$ cat config.mk
export PLATFORM = sky130hd
export DESIGN_NAME = seg_msg_sched
export DESIGN_NICKNAME = d
export VERILOG_FILES = /design/src/rtl/seg_msg_sched.sv
export SDC_FILE = /design/constraint.sdc
export NUM_CORES = 1
export LEC_CHECK = 0
export CORE_MARGIN = 5
export CORE_UTILIZATION = 25
export CTS_CLUSTER_SIZE = 14
export DETAILED_ROUTE_END_ITERATION = 8
export PLACE_DENSITY_LB_ADDON = 0.1
export SYNTH_ARGS = -nofsm -noshare
export SYNTH_HDL_FRONTEND = slang
export SYNTH_SLANG_ARGS = --single-unit
$ cat constraint.sdc
create_clock -name clk190hz -period 3.5 [get_ports clk190hz]
set_clock_uncertainty 0.2 [all_clocks]
set_input_delay 0.7 -clock clk190hz [delete_from_list [all_inputs] [get_ports clk190hz]]
set_output_delay 0.7 -clock clk190hz [all_outputs]
set_load 0.02 [all_outputs]
$ cat src/rtl/seg_msg_sched.sv
// Round-robin owner of the 4-digit seven-segment display: grants one of three
// requesters for a fixed dwell, optionally blinking, and drives the nibble bus.
module seg_msg_sched #(
    parameter int          HOLD_TICKS   = 380,
    parameter int          BLINK_TICKS  = 95,
    parameter logic [15:0] IDLE_PATTERN = 16'hFFFF
) (
    input  logic        clk190hz,
    input  logic        rst,
    input  logic [2:0]  req,
    input  logic [2:0]  blink,
    input  logic [15:0] msg0,
    input  logic [15:0] msg1,
    input  logic [15:0] msg2,
    output logic [2:0]  grant,
    output logic [2:0]  done,
    output logic        busy,
    output logic [15:0] dataBus
);

    typedef enum logic [1:0] {
        IDLE = 2'd0,
        SHOW = 2'd1,
        GAP  = 2'd2
    } state_t;

    localparam logic [15:0] HOLD_LAST = 16'(HOLD_TICKS - 1);
    localparam logic [15:0] BLINK_LEN = 16'(BLINK_TICKS);

    state_t      state;
    logic [1:0]  ptr;
    logic [1:0]  owner;
    logic [15:0] hold_cnt;
    logic [15:0] blink_cnt;
    logic        blink_on;

    logic        owner_req;
    logic        owner_blink;
    logic [15:0] owner_msg;
    logic [2:0]  owner_hot;
    logic [1:0]  win;
    logic [15:0] win_msg;
    logic [2:0]  win_hot;
    logic [15:0] blink_inc;
    logic [15:0] blink_nxt;
    logic        blink_on_nxt;

    function automatic logic [1:0] next_idx(input logic [1:0] i);
        return (i == 2'd2) ? 2'd0 : (i + 2'd1);
    endfunction

    // Search order starts at the pointer and wraps 0->1->2->0.
    function automatic logic [1:0] rr_pick(input logic [2:0] r, input logic [1:0] p);
        logic [1:0] i1;
        logic [1:0] i2;
        i1 = next_idx(p);
        i2 = next_idx(i1);
        if (r[p])
            return p;
        else if (r[i1])
            return i1;
        else
            return i2;
    endfunction

    // Owner/winner multiplexing and next blink phase.
    always_comb begin
        owner_req   = 1'b0;
        owner_blink = 1'b0;
        owner_msg   = IDLE_PATTERN;
        owner_hot   = 3'b000;
        case (owner)
            2'd0: begin owner_req = req[0]; owner_blink = blink[0]; owner_msg = msg0; owner_hot = 3'b001; end
            2'd1: begin owner_req = req[1]; owner_blink = blink[1]; owner_msg = msg1; owner_hot = 3'b010; end
            2'd2: begin owner_req = req[2]; owner_blink = blink[2]; owner_msg = msg2; owner_hot = 3'b100; end
            default: begin owner_req = 1'b0; owner_msg = IDLE_PATTERN; end
        endcase

        win     = rr_pick(req, ptr);
        win_msg = IDLE_PATTERN;
        win_hot = 3'b000;
        case (win)
            2'd0: begin win_msg = msg0; win_hot = 3'b001; end
            2'd1: begin win_msg = msg1; win_hot = 3'b010; end
            2'd2: begin win_msg = msg2; win_hot = 3'b100; end
            default: begin win_msg = IDLE_PATTERN; win_hot = 3'b000; end
        endcase

        blink_inc = blink_cnt + 16'd1;
        if (blink_inc == BLINK_LEN) begin
            blink_nxt    = 16'd0;
            blink_on_nxt = ~blink_on;
        end else begin
            blink_nxt    = blink_inc;
            blink_on_nxt = blink_on;
        end
    end

    // Scheduler FSM with all outputs registered.
    always_ff @(posedge clk190hz or posedge rst) begin
        if (rst) begin
            state     <= IDLE;
            grant     <= 3'b000;
            done      <= 3'b000;
            busy      <= 1'b0;
            dataBus   <= IDLE_PATTERN;
            ptr       <= 2'd0;
            owner     <= 2'd0;
            hold_cnt  <= 16'd0;
            blink_cnt <= 16'd0;
            blink_on  <= 1'b1;
        end else begin
            case (state)
                IDLE: begin
                    done      <= 3'b000;
                    hold_cnt  <= 16'd0;
                    blink_cnt <= 16'd0;
                    blink_on  <= 1'b1;
                    if (req != 3'b000) begin
                        grant   <= win_hot;
                        owner   <= win;
                        dataBus <= win_msg;
                        ptr     <= next_idx(win);
                        busy    <= 1'b1;
                        state   <= SHOW;
                    end else begin
                        grant   <= 3'b000;
                        busy    <= 1'b0;
                        dataBus <= IDLE_PATTERN;
                        state   <= IDLE;
                    end
                end
                SHOW: begin
                    busy <= 1'b1;
                    if (!owner_req) begin
                        // Owner withdrew: release without signalling completion.
                        state   <= GAP;
                        grant   <= 3'b000;
                        done    <= 3'b000;
                        dataBus <= IDLE_PATTERN;
                    end else if (hold_cnt == HOLD_LAST) begin
                        state   <= GAP;
                        grant   <= 3'b000;
                        done    <= owner_hot;
                        dataBus <= IDLE_PATTERN;
                    end else begin
                        hold_cnt  <= hold_cnt + 16'd1;
                        blink_cnt <= blink_nxt;
                        blink_on  <= blink_on_nxt;
                        done      <= 3'b000;
                        if (owner_blink && !blink_on_nxt)
                            dataBus <= IDLE_PATTERN;
                        else
                            dataBus <= owner_msg;
                    end
                end
                GAP: begin
                    state   <= IDLE;
                    grant   <= 3'b000;
                    done    <= 3'b000;
                    busy    <= 1'b0;
                    dataBus <= IDLE_PATTERN;
                end
                default: begin
                    state   <= IDLE;
                    grant   <= 3'b000;
                    done    <= 3'b000;
                    busy    <= 1'b0;
                    dataBus <= IDLE_PATTERN;
                end
            endcase
        end
    end

endmodule

==> flow_summary.json <==
{
  "grt_max_degree": 34,
  "crit_path_max_incr_delay_ns": 0.44,
  "grt_pass1_wl_mm": 19.1,
  "avgRoutedWirePerCell_um": 16.5,
  "fp.dieH_um": 133,
  "peakVddDrop_mv": 0.232,
  "start_util_pct": 25.7,
  "drive_above_1_share_pct": 16.1,
  "antennaDiodeCount": 0,
  "viasPerCell": 5.00,
  "cts_root_buf": "clkbuf_16",
  "final_core_util_pct": 35.0,
  "tightest_slew_ns": 0.711,
  "drv_slew": 0,
  "cts_sinks": 62,
  "cpMostUsedCell": "nand3_2",
  "row_count": 44,
  "core-area_sq_mm": 0.0146,
  "drc": 0,
  "required_ns": 3.56,
  "syn_area_sq_mm": 0.00377,
  "crit_type": "reg -> reg",
  "finalNonFillerCells": 681,
  "ys_seq_area_share_pct": 41.8,
  "hold_violations": 0,
  "path_cells": "ha_1, nand3_2, or3_1, a211oi_2, nand3_2, o31a_1, o31ai_4, buf_4, a2bb2oi_1",
  "cts_buffer_depth": 2,
  "postSynthAreaPerCell_sq_um": 9.21,
  "synthFlopType": "dfrtp_1",
  "rsz0062_at_grt": "false",
  "nFillCells": 1498,
  "yosys_warnings": 0,
  "dr.pass1.iters": 4,
  "critPathTopFamily": "compound AO/OA/AOI/OAI gates",
  "cp_num_buf_inv": 1,
  "drtIter0Drc": 223,
  "htreeDepth": 3,
  "cts_buffers": 9,
  "tns_ns": 0,
  "antenna_found_initial": 0,
  "grt_pass1_vias": 3615,
  "slew_headroom_pct": 52.5,
  "cts_hold_buf": 0,
  "area_growth_syn_to_layout_pct": 36.2,
  "ctsResizeCount": 0,
  "cp-end-kind": "flop",
  "period_share_pct": 85.9,
  "p_leak_uw": 0.00206,
  "crit_path_top_delay_cell": "dfrtp_1",
  "die_w_um": 133,
  "hpwl_mm": 8.07,
  "synth_edf_count": 0,
  "die_area_sq_mm": 0.0176,
  "place_inst": 665,
  "cp.arrival_ns": 3.06,
  "cts_setup_buffers": 0,
  "vias": 3408,
  "drt_wl_total_mm": 11.3,
  "period_minus_slack_ns": 3.01,
  "cellPowerDensity_mw_per_mm2": 697,
  "nets": 551,
  "holdWs_ns": 0.275,
  "synth_nets": 468,
  "place_congestion": 0.770,
  "ys_ff_latch": 62,
  "finalSetupViolations": 0,
  "async_flop_share_pct": 100,
  "tritoncts": "done",
  "drtAntennaViolNets": 0,
  "critPathMaxFanout": 16,
  "netlist_instances": 409,
  "io_buffers": 78,
  "insertion_delay_ns": 0.33,
  "yosysUniqueCellTypes": 54,
  "hp-class": "reg -> reg",
  "critPathLaunchType": "flop",
  "maxCapViolCount": 0,
  "grt_overflow": 0,
  "grt_usage_pct": 13.3,
  "ioPinCount": 79,
  "clk_pin_slew_ns": 0.06,
  "clock.fmax_mhz": 332,
  "fin_total_pwr_uw": 3580,
  "status": "finished, final reports clean"
}
-- worst register-to-register path: stages (launching register included) --
cell       delay [ns]
dfrtp_1          0.44
ha_1             0.29
nand3_2          0.15
or3_1            0.36
a211oi_2         0.28
nand3_2          0.16
o31a_1           0.35
o31ai_4          0.16
buf_4            0.31
a2bb2oi_1        0.22
-- flip-flops by register name, indices dropped and copies added (netlist names) --
| register | count |
|---|---|
| state | 2 |
| busy | 1 |
| dataBus | 16 |
| blink_cnt | 16 |
| ptr | 2 |
| blink_on | 1 |
| grant | 3 |
| owner | 2 |
| hold_cnt | 16 |
| done | 3 |
-- cell usage in the layout (no fill, tap or decap), drive strengths merged, types with 5 or more instances in the layout --
master         count
a21o               7
a2bb2oi           16
nor3               8
o31ai              6
and3               7
buf               17
o22a               8
dfrtp             45
mux2i             14
dfstp             17
a21oi             11
mux2               9
o21ai             36
a221oi            16
clkdlybuf4s50     78
nor4               8
nand3             14
nand2             76
nor2              22
clkbuf            13
inv                7
nand4              7
xnor2              5
-- kinds of logic after synthesis --
kind of cell,count (synthesis),synth area share [%]
simple gates,160,20.3
compound gates,122,25.1
flops,62,41.8
buf+inv,30,3.26
mux,23,6.41
xor+xnor,9,2.09
fa+ha+maj,3,0.997
-- synthesized netlist by cell type, drive strengths merged (3+ instances only) --
master	instances	area, sq um
xnor2	5	43.8
o22a	8	70.1
nand2b	4	25.0
and3	7	43.8
nor3	8	40.0
o31ai	6	58.8
o21ai	36	180
nor4	8	62.6
a2bb2oi	16	203
xor2	4	35.0
dfrtp	45	1130
a21o	7	52.6
ha	3	37.5
dfstp	17	447
mux2	9	101
buf	4	25.0
clkbuf	19	71.3
nor2	22	82.6
or3	4	25.0
nand3	14	80.1
a221oi	16	140
inv	7	26.3
a31oi	4	25.0
a22o	4	35.0
nor3b	3	22.5
a21oi	11	55.1
nor2b	3	18.8
nand4	7	50.1
nand2	76	285
mux2i	14	140
-- per-stage QoR --
| step | setup slack [ns] | area, sq um |
|---|---|---|
| after floorplan | 0.830 | 3770 |
| final | 0.492 | 5130 |
| after global routing | 0.299 | 5130 |
| after detailed placement | 0.283 | 4840 |
| after global placement | 0.369 | 4840 |
| after CTS | 0.457 | 5130 |
-- final timing paths --
check | start | end | slack (ns) | cells after the start
hold reg to reg | grant[1]$_DFFE_PP0P_ | grant[1]$_DFFE_PP0P_ | 0.28 | 2
setup reg to reg | blink_cnt[0]$_DFFE_PP0P_ | dataBus[0]$_DFF_PP1_ | 0.49 | 9
min in group asynchronous | rst | blink_cnt[5]$_DFFE_PP0P_ | 0.62 | 2
max in group asynchronous | rst | dataBus[13]$_DFF_PP1_ | 1.79 | 3
setup / recovery | blink_cnt[0]$_DFFE_PP0P_ | dataBus[0]$_DFF_PP1_ | 0.49 | 9
hold / removal | grant[1]$_DFFE_PP0P_ | grant[1]$_DFFE_PP0P_ | 0.28 | 2
-- power by group --
group	switching, uW	internal, uW
clock network	327	535
logic	913	754
registers	128	920
-- routing by layer --
| layer | routed length [um] | up-vias | track usage, % |
|---|---|---|---|
| met1 | 5260 | 1649 | 17.4 |
| li1 | - | 1685 | - |
| met5 | 0 | - | 0 |
| met3 | 517 | 10 | 3.95 |
| met4 | 148 | 0 | 3.87 |
| met2 | 5330 | 64 | 21.3 |
-- final cells by class --
cell class                 count  area [sq um]  area share, %
timing repair buffer          95           933           18.2
tap                          184           230           4.49
sequential                    62          1570           30.7
inverter                       7          26.3          0.512
clock buffer                  13           270           5.27
multi-input combinational    317          2080           40.6
clock inverter                 3          17.5          0.341
No activity file was read; power rests on OpenSTA's default activity.
==> RTL change 1: new RTL, config.mk and constraints unchanged <==
The 3 states of `state_t` get a one-hot encoding in 3 bits.
--- a/src/rtl/seg_msg_sched.sv
+++ b/src/rtl/seg_msg_sched.sv
@@ -18,10 +18,10 @@
     output logic [15:0] dataBus
 );
 
-    typedef enum logic [1:0] {
-        IDLE = 2'd0,
-        SHOW = 2'd1,
-        GAP  = 2'd2
+    typedef enum logic [2:0] {
+        IDLE = 3'b001,
+        SHOW = 3'b010,
+        GAP  = 3'b100
     } state_t;
 
     localparam logic [15:0] HOLD_LAST = 16'(HOLD_TICKS - 1);
Check against the original RTL: no difference found for any inputs over 10 cycles, from zero or initial values and one cycle with rst high; not proved beyond that.
==> RTL change 1 against the original RTL <==
  * Sequential cell count grew 1
  * Area after synthesis up 3.5%
  * Die area is 3.2% higher
  * Utilization down 0.25 points
  * Power is 2.3% lower
  * Routed wire length grew 8.4%
  * Critical path depth decreased by 1
  * Global-route usage increased by 0.36 points
  * Critical endpoint is now dataBus[14]$_DFF_PP1_
  * Cell area grew 3.4%
  * Worst hold slack improved by 0.014 ns
  * Synthesized cell count grew 2.9%
  * Worst setup slack worse by 0.16 ns
==> RTL change 1: results (changes against the original RTL) <==
- Post-route worst setup slack: 0.3331 ns (-0.1593 ns)
- Critical Setup Path Class: reg -> reg
- Num CTS Buffers: 9 (unchanged)
- Initial DRT Pass Iterations: 4 (unchanged)
- Root buffer cell: clkbuf_16
- First-pass GRT wire length: 19540 microns (+2.4%)
- Vias in the first global route: 3660 (+1.2%)
- Fin cells: 718 (+5.4%)
- Crit Path Max Fanout: 9 (-7)
- GP Congestion: 0.7582 (-1.5%)
- Initial antenna violation count: 0 (unchanged)
- Regs by FF count: blink_cnt x16, dataBus x16, hold_cnt x16
- Commonest cells post-synth: 45 x dfrtp_1, 43 x a21oi_1, 40 x nor2_1, 36 x nand2_1, 18 x dfstp_2
- Ant diodes: 0 (unchanged)
- # Post-CTS Setup Buffers: 0 (unchanged)
- H-Tree Depth: 3 (unchanged)
- Arr. time, crit path: 3.22 ns (+0.16 ns)
- # placed instances: 702 (+5.6%)
- Slew HR: 0.5248 (about the same)
- Hold depth: 1 (-1)
- Total GRT Usage: 0.1365 (+0.003614)
- Share of post-route cells with drive strength above 1: 0.1677 (+0.006687)
- Clk pwr: 1.01 mW (+17%)
- FFs w/ async S/R, synth: 1.000 (unchanged)
- CTS clock-pin slew for the worst setup and hold paths: 0.06 ns (about the same)
- Largest net degree at the start of global routing: 44 (+29%)
- Largest cells by area after synthesis: dfrtp_1 29%, dfstp_2 12%, a21oi_1 5.5%, a221o_1 4.4%, nor2_1 3.9%
- Static Leakage: 2.139 nW (+3.9%)
- Worst skew pair latency: between 0.3 and 0.4 ns
- Unique masters post-synth: 58 (+7.4%)
- Dpl hpwl: 8572 microns (+6.3%)
- Worst reg2reg endpoint: dataBus[14]$_DFF_PP1_
- Syn_nets: 480 (+2.6%)
- FF-to-FF path depth: 8 (-1)
- Hold Crit Class: reg -> reg
- Top-count cell post-synth: dfrtp_1
- Setup WS pre-CTS: 0.2149 ns (-0.06852 ns)
- VDD IR max: 0.3653 mV (+57%)
- Layout net count: 561 (+1.8%)
- # port buffers: 78 (unchanged)
- Drt total wl: 12200 microns (+8.4%)
- Hold Startpoint: grant[1]$_DFFE_PP0P_
- Seq pwr share: 0.287 (-0.006)
- Register area share after synthesis: 0.4104 (-0.007203)
- Filler cells: 1556 (+3.9%)
- R2R Path Start: blink_cnt[0]$_DFFE_PP0P_
- PostCTS Resize Cnt: 0 (unchanged)
- Seq. pwr: 1.00 mW (-5%)
- Iter 0 DRT Violations: 212 (-4.9%)
- Vias: 3583 (+5.1%)
- Post-placement cell area: 4971 sq um (+2.6%)
- Status: finished, final reports clean
- Bufs on Longest Clock Path: 2 (unchanged)
- YS warnings: 0 (unchanged)
- Switching part of the total: 0.3749 (-0.007540)
- Endpoint, Worst Hold: grant[1]$_DFFE_PP0P_
- Syn Area/Cell: 9.255 sq um (+0.51%)
==> RTL change 1: cell count changes after synthesis, moves of 9 or more <==
cell       delta
a21oi_1      +32
a221o_1      +17
a221oi_1     -16
a2bb2oi_2    -10
a311oi_2      +9
and3_1        +9
nand2_1      -40
nor2_1       +18
o21ai_0      -10
o21ai_1      -11
o22ai_1       +9
==> RTL change 1: area by class of cell <==
class / count / share of cell area
inverters: 8 / 0.005658
clock buffers: 10 / 0.04503
flip-flops and latches: 63 / 0.3013
clock inverters: 6 / 0.01744
multi-input cells: 325 / 0.4074
well taps: 211 / 0.04974
repair buffers: 95 / 0.1735
==> RTL change 1: stage by stage <==
stage / hold WS [ns] / utilization
5_1_grt: 0.3277 / 0.3478
2_1_floorplan: 0.3053 / -
6_report: 0.2899 / 0.3478
3_5_place_dp: 0.2712 / 0.3258
4_1_cts: 0.2951 / 0.3475
3_3_place_gp: 0.2682 / 0.3258
==> RTL change 1: worst max-delay path, cell delays in order, from the launching register on <==
cell,delay [ns]
dfrtp_1,0.50
ha_1,0.27
nand3_1,0.24
or2_2,0.39
nor4_1,0.20
o22ai_1,0.20
o31a_1,0.28
or2_1,0.44
a311oi_2,0.35
==> RTL change 1: routing by layer <==
metal / vias up / global-route usage / part of all wire
li1: 1742 / - / -
met1: 1731 / 0.1793 / 0.47
met2: 94 / 0.2135 / 0.47
met3: 16 / 0.04098 / 0.043
met4: 0 / 0.04808 / 0.021
met5: - / 0 / 0
==> RTL change 1: cell families (layout without fill, tap and decap cells) <==
kind of cell    count (synthesis)  in the layout  share of synthesized area
compound gates                120            120                     0.2280
xor+xnor                       19             19                    0.04271
fa+ha+maj                       3              3                   0.009635
buf+inv                        33            119                    0.03853
flops                          63             63                     0.4104
mux                            20             20                    0.05395
simple gates                  163            163                     0.2168
==> RTL change 2: new RTL, same flow settings <==
Made on the original files. Change the parameter `BLINK_TICKS` from 95 to 47.
--- a/src/rtl/seg_msg_sched.sv
+++ b/src/rtl/seg_msg_sched.sv
@@ -2,7 +2,7 @@
 // requesters for a fixed dwell, optionally blinking, and drives the nibble bus.
 module seg_msg_sched #(
     parameter int          HOLD_TICKS   = 380,
-    parameter int          BLINK_TICKS  = 95,
+    parameter int          BLINK_TICKS  = 47,
     parameter logic [15:0] IDLE_PATTERN = 16'hFFFF
 ) (
     input  logic        clk190hz,
Function: no difference found for any inputs over 10 cycles, from zero or initial values and one cycle with rst high; that may be too few to reach the edited logic, so the function may still have changed.
==> RTL change 2 against the original RTL <==
  * Area after synthesis is 1.5% lower
  * Synthesized cell count is 0.98% higher
  * Power is 1.1% lower
  * Sequential cell count stayed put
  * Global-route usage is 0.34 points higher
  * Cell area is 1.3% lower
  * Routed wire length is 4.4% higher
  * Worst setup slack worse by 0.0016 ns
  * Combinational power hardly changed
==> RTL change 2: results (changes against the original RTL) <==
- Status: finished, final reports clean
- FF-to-FF path depth: 8 (-1)
- Iter 0 DRT Violations: 238 (+6.7%)
- Filler cells: 1542 (+2.9%)
- Met1 wire length: 5557 microns (+5.7%)
- Routing usage on met3: 0.04275 (+0.003264)
- Non-clock buffers, area share: 0.1847 (+0.002830)
- Vias: 3501 (+2.7%)
- Grt met2 use: 0.2142 (+0.0008920)
- Syn Inst Count: 413 (+0.98%)
- Arr. time, crit path: 3.05 ns (about the same)
- #MultiIn Comb: 322 (+1.6%)
- Nonclk buf count: 97 (+2.1%)
- Final worst-path cycle share: 0.8598 (about the same)
- Non-clk invs: 5 (-2)
- Dpl hpwl: 8141 microns (+0.93%)
- Hold Crit Class: reg -> reg
- Layout net count: 556 (+0.91%)
- Layout area overhead: 36.51%
- Syn_nets: 472 (+0.85%)
- Switch Pwr: 1.405 mW (+2.7%)
- Setup WS pre-CTS: 0.3924 ns (+0.1090 ns)
- VDD IR max: 0.3953 mV (+70%)
- Ant diodes: 0 (unchanged)
- # clk buffers: 15 (+2)
- Final hold slack: 0.2800 ns (+0.004537 ns)
- R2R setup slack: 0.49 ns (about the same)
- Post-synth EDFFs: 0 (unchanged)
- Critical path's slowest cell: or3_4
- GR Util met1: 0.1800 (+0.006267)
- Seq area share: 0.3104 (+0.003936)
- Clock-cell share: 0.05186 (-0.004219)
- WL per Instance: 17.13 microns (+3.6%)
- Multi-input logic area: 2046 sq um (-1.7%)
- Share of post-route cells with drive strength above 1: 0.1494 (-0.01156)
- # placed instances: 670 (+0.75%)
- Cell family with most CP delay: simple AND/OR/NAND/NOR gates
- Unique masters post-synth: 53 (-1.9%)
- Total GRT Usage: 0.1363 (+0.003442)
- Static Leakage: 2.041 nW (-0.77%)
- Largest net degree at the start of global routing: 57 (+68%)
- Largest cells by area after synthesis: dfrtp_1 30%, dfstp_2 12%, nand2_1 5.8%, a21oi_1 5.5%, a22o_1 3.5%
- GP Congestion: 0.7712 (+0.19%)
- Met2 WL: 5407 microns (+1.4%)
- Crit Path Max Fanout: 8 (-8)
- Fin cells: 686 (+0.73%)
- Worst reg2reg endpoint: dataBus[12]$_DFF_PP1_
- Commonest cells post-synth: 57 x nand2_1, 45 x dfrtp_1, 41 x a21oi_1, 30 x nor2_1, 25 x o21ai_0
- Slowest stage delay, CP: 0.48 ns (+0.04 ns)
- First-pass GRT wire length: 19220 microns (+0.76%)
- Register area share after synthesis: 0.4238 (+0.006195)
- Met3 WL: 598 microns (+16%)
[RTL change 2: cells by family (layout without fill, tap and decap cells)]
| family | count (synthesis) | in the layout | synth area share |
|---|---|---|---|
| flops | 62 | 62 | 0.4238 |
| mux | 24 | 24 | 0.06844 |
| buf+inv | 29 | 118 | 0.03000 |
| fa+ha+maj | 3 | 3 | 0.01012 |
| simple gates | 153 | 153 | 0.2009 |
| compound gates | 133 | 133 | 0.2455 |
| xor+xnor | 9 | 9 | 0.02124 |
[RTL change 2: power by group through the flow]
stage | Clock [mW] | Sequential, mW | Combinational [mW]
after floorplan | 0 | 1.14 | 0.919
after CTS | 0.845 | 1.06 | 1.69
after global routing | 0.870 | 1.08 | 1.83
after global placement | 0 | 1.07 | 1.67
after detailed placement | 0 | 1.07 | 1.69
final | 0.809 | 1.06 | 1.67
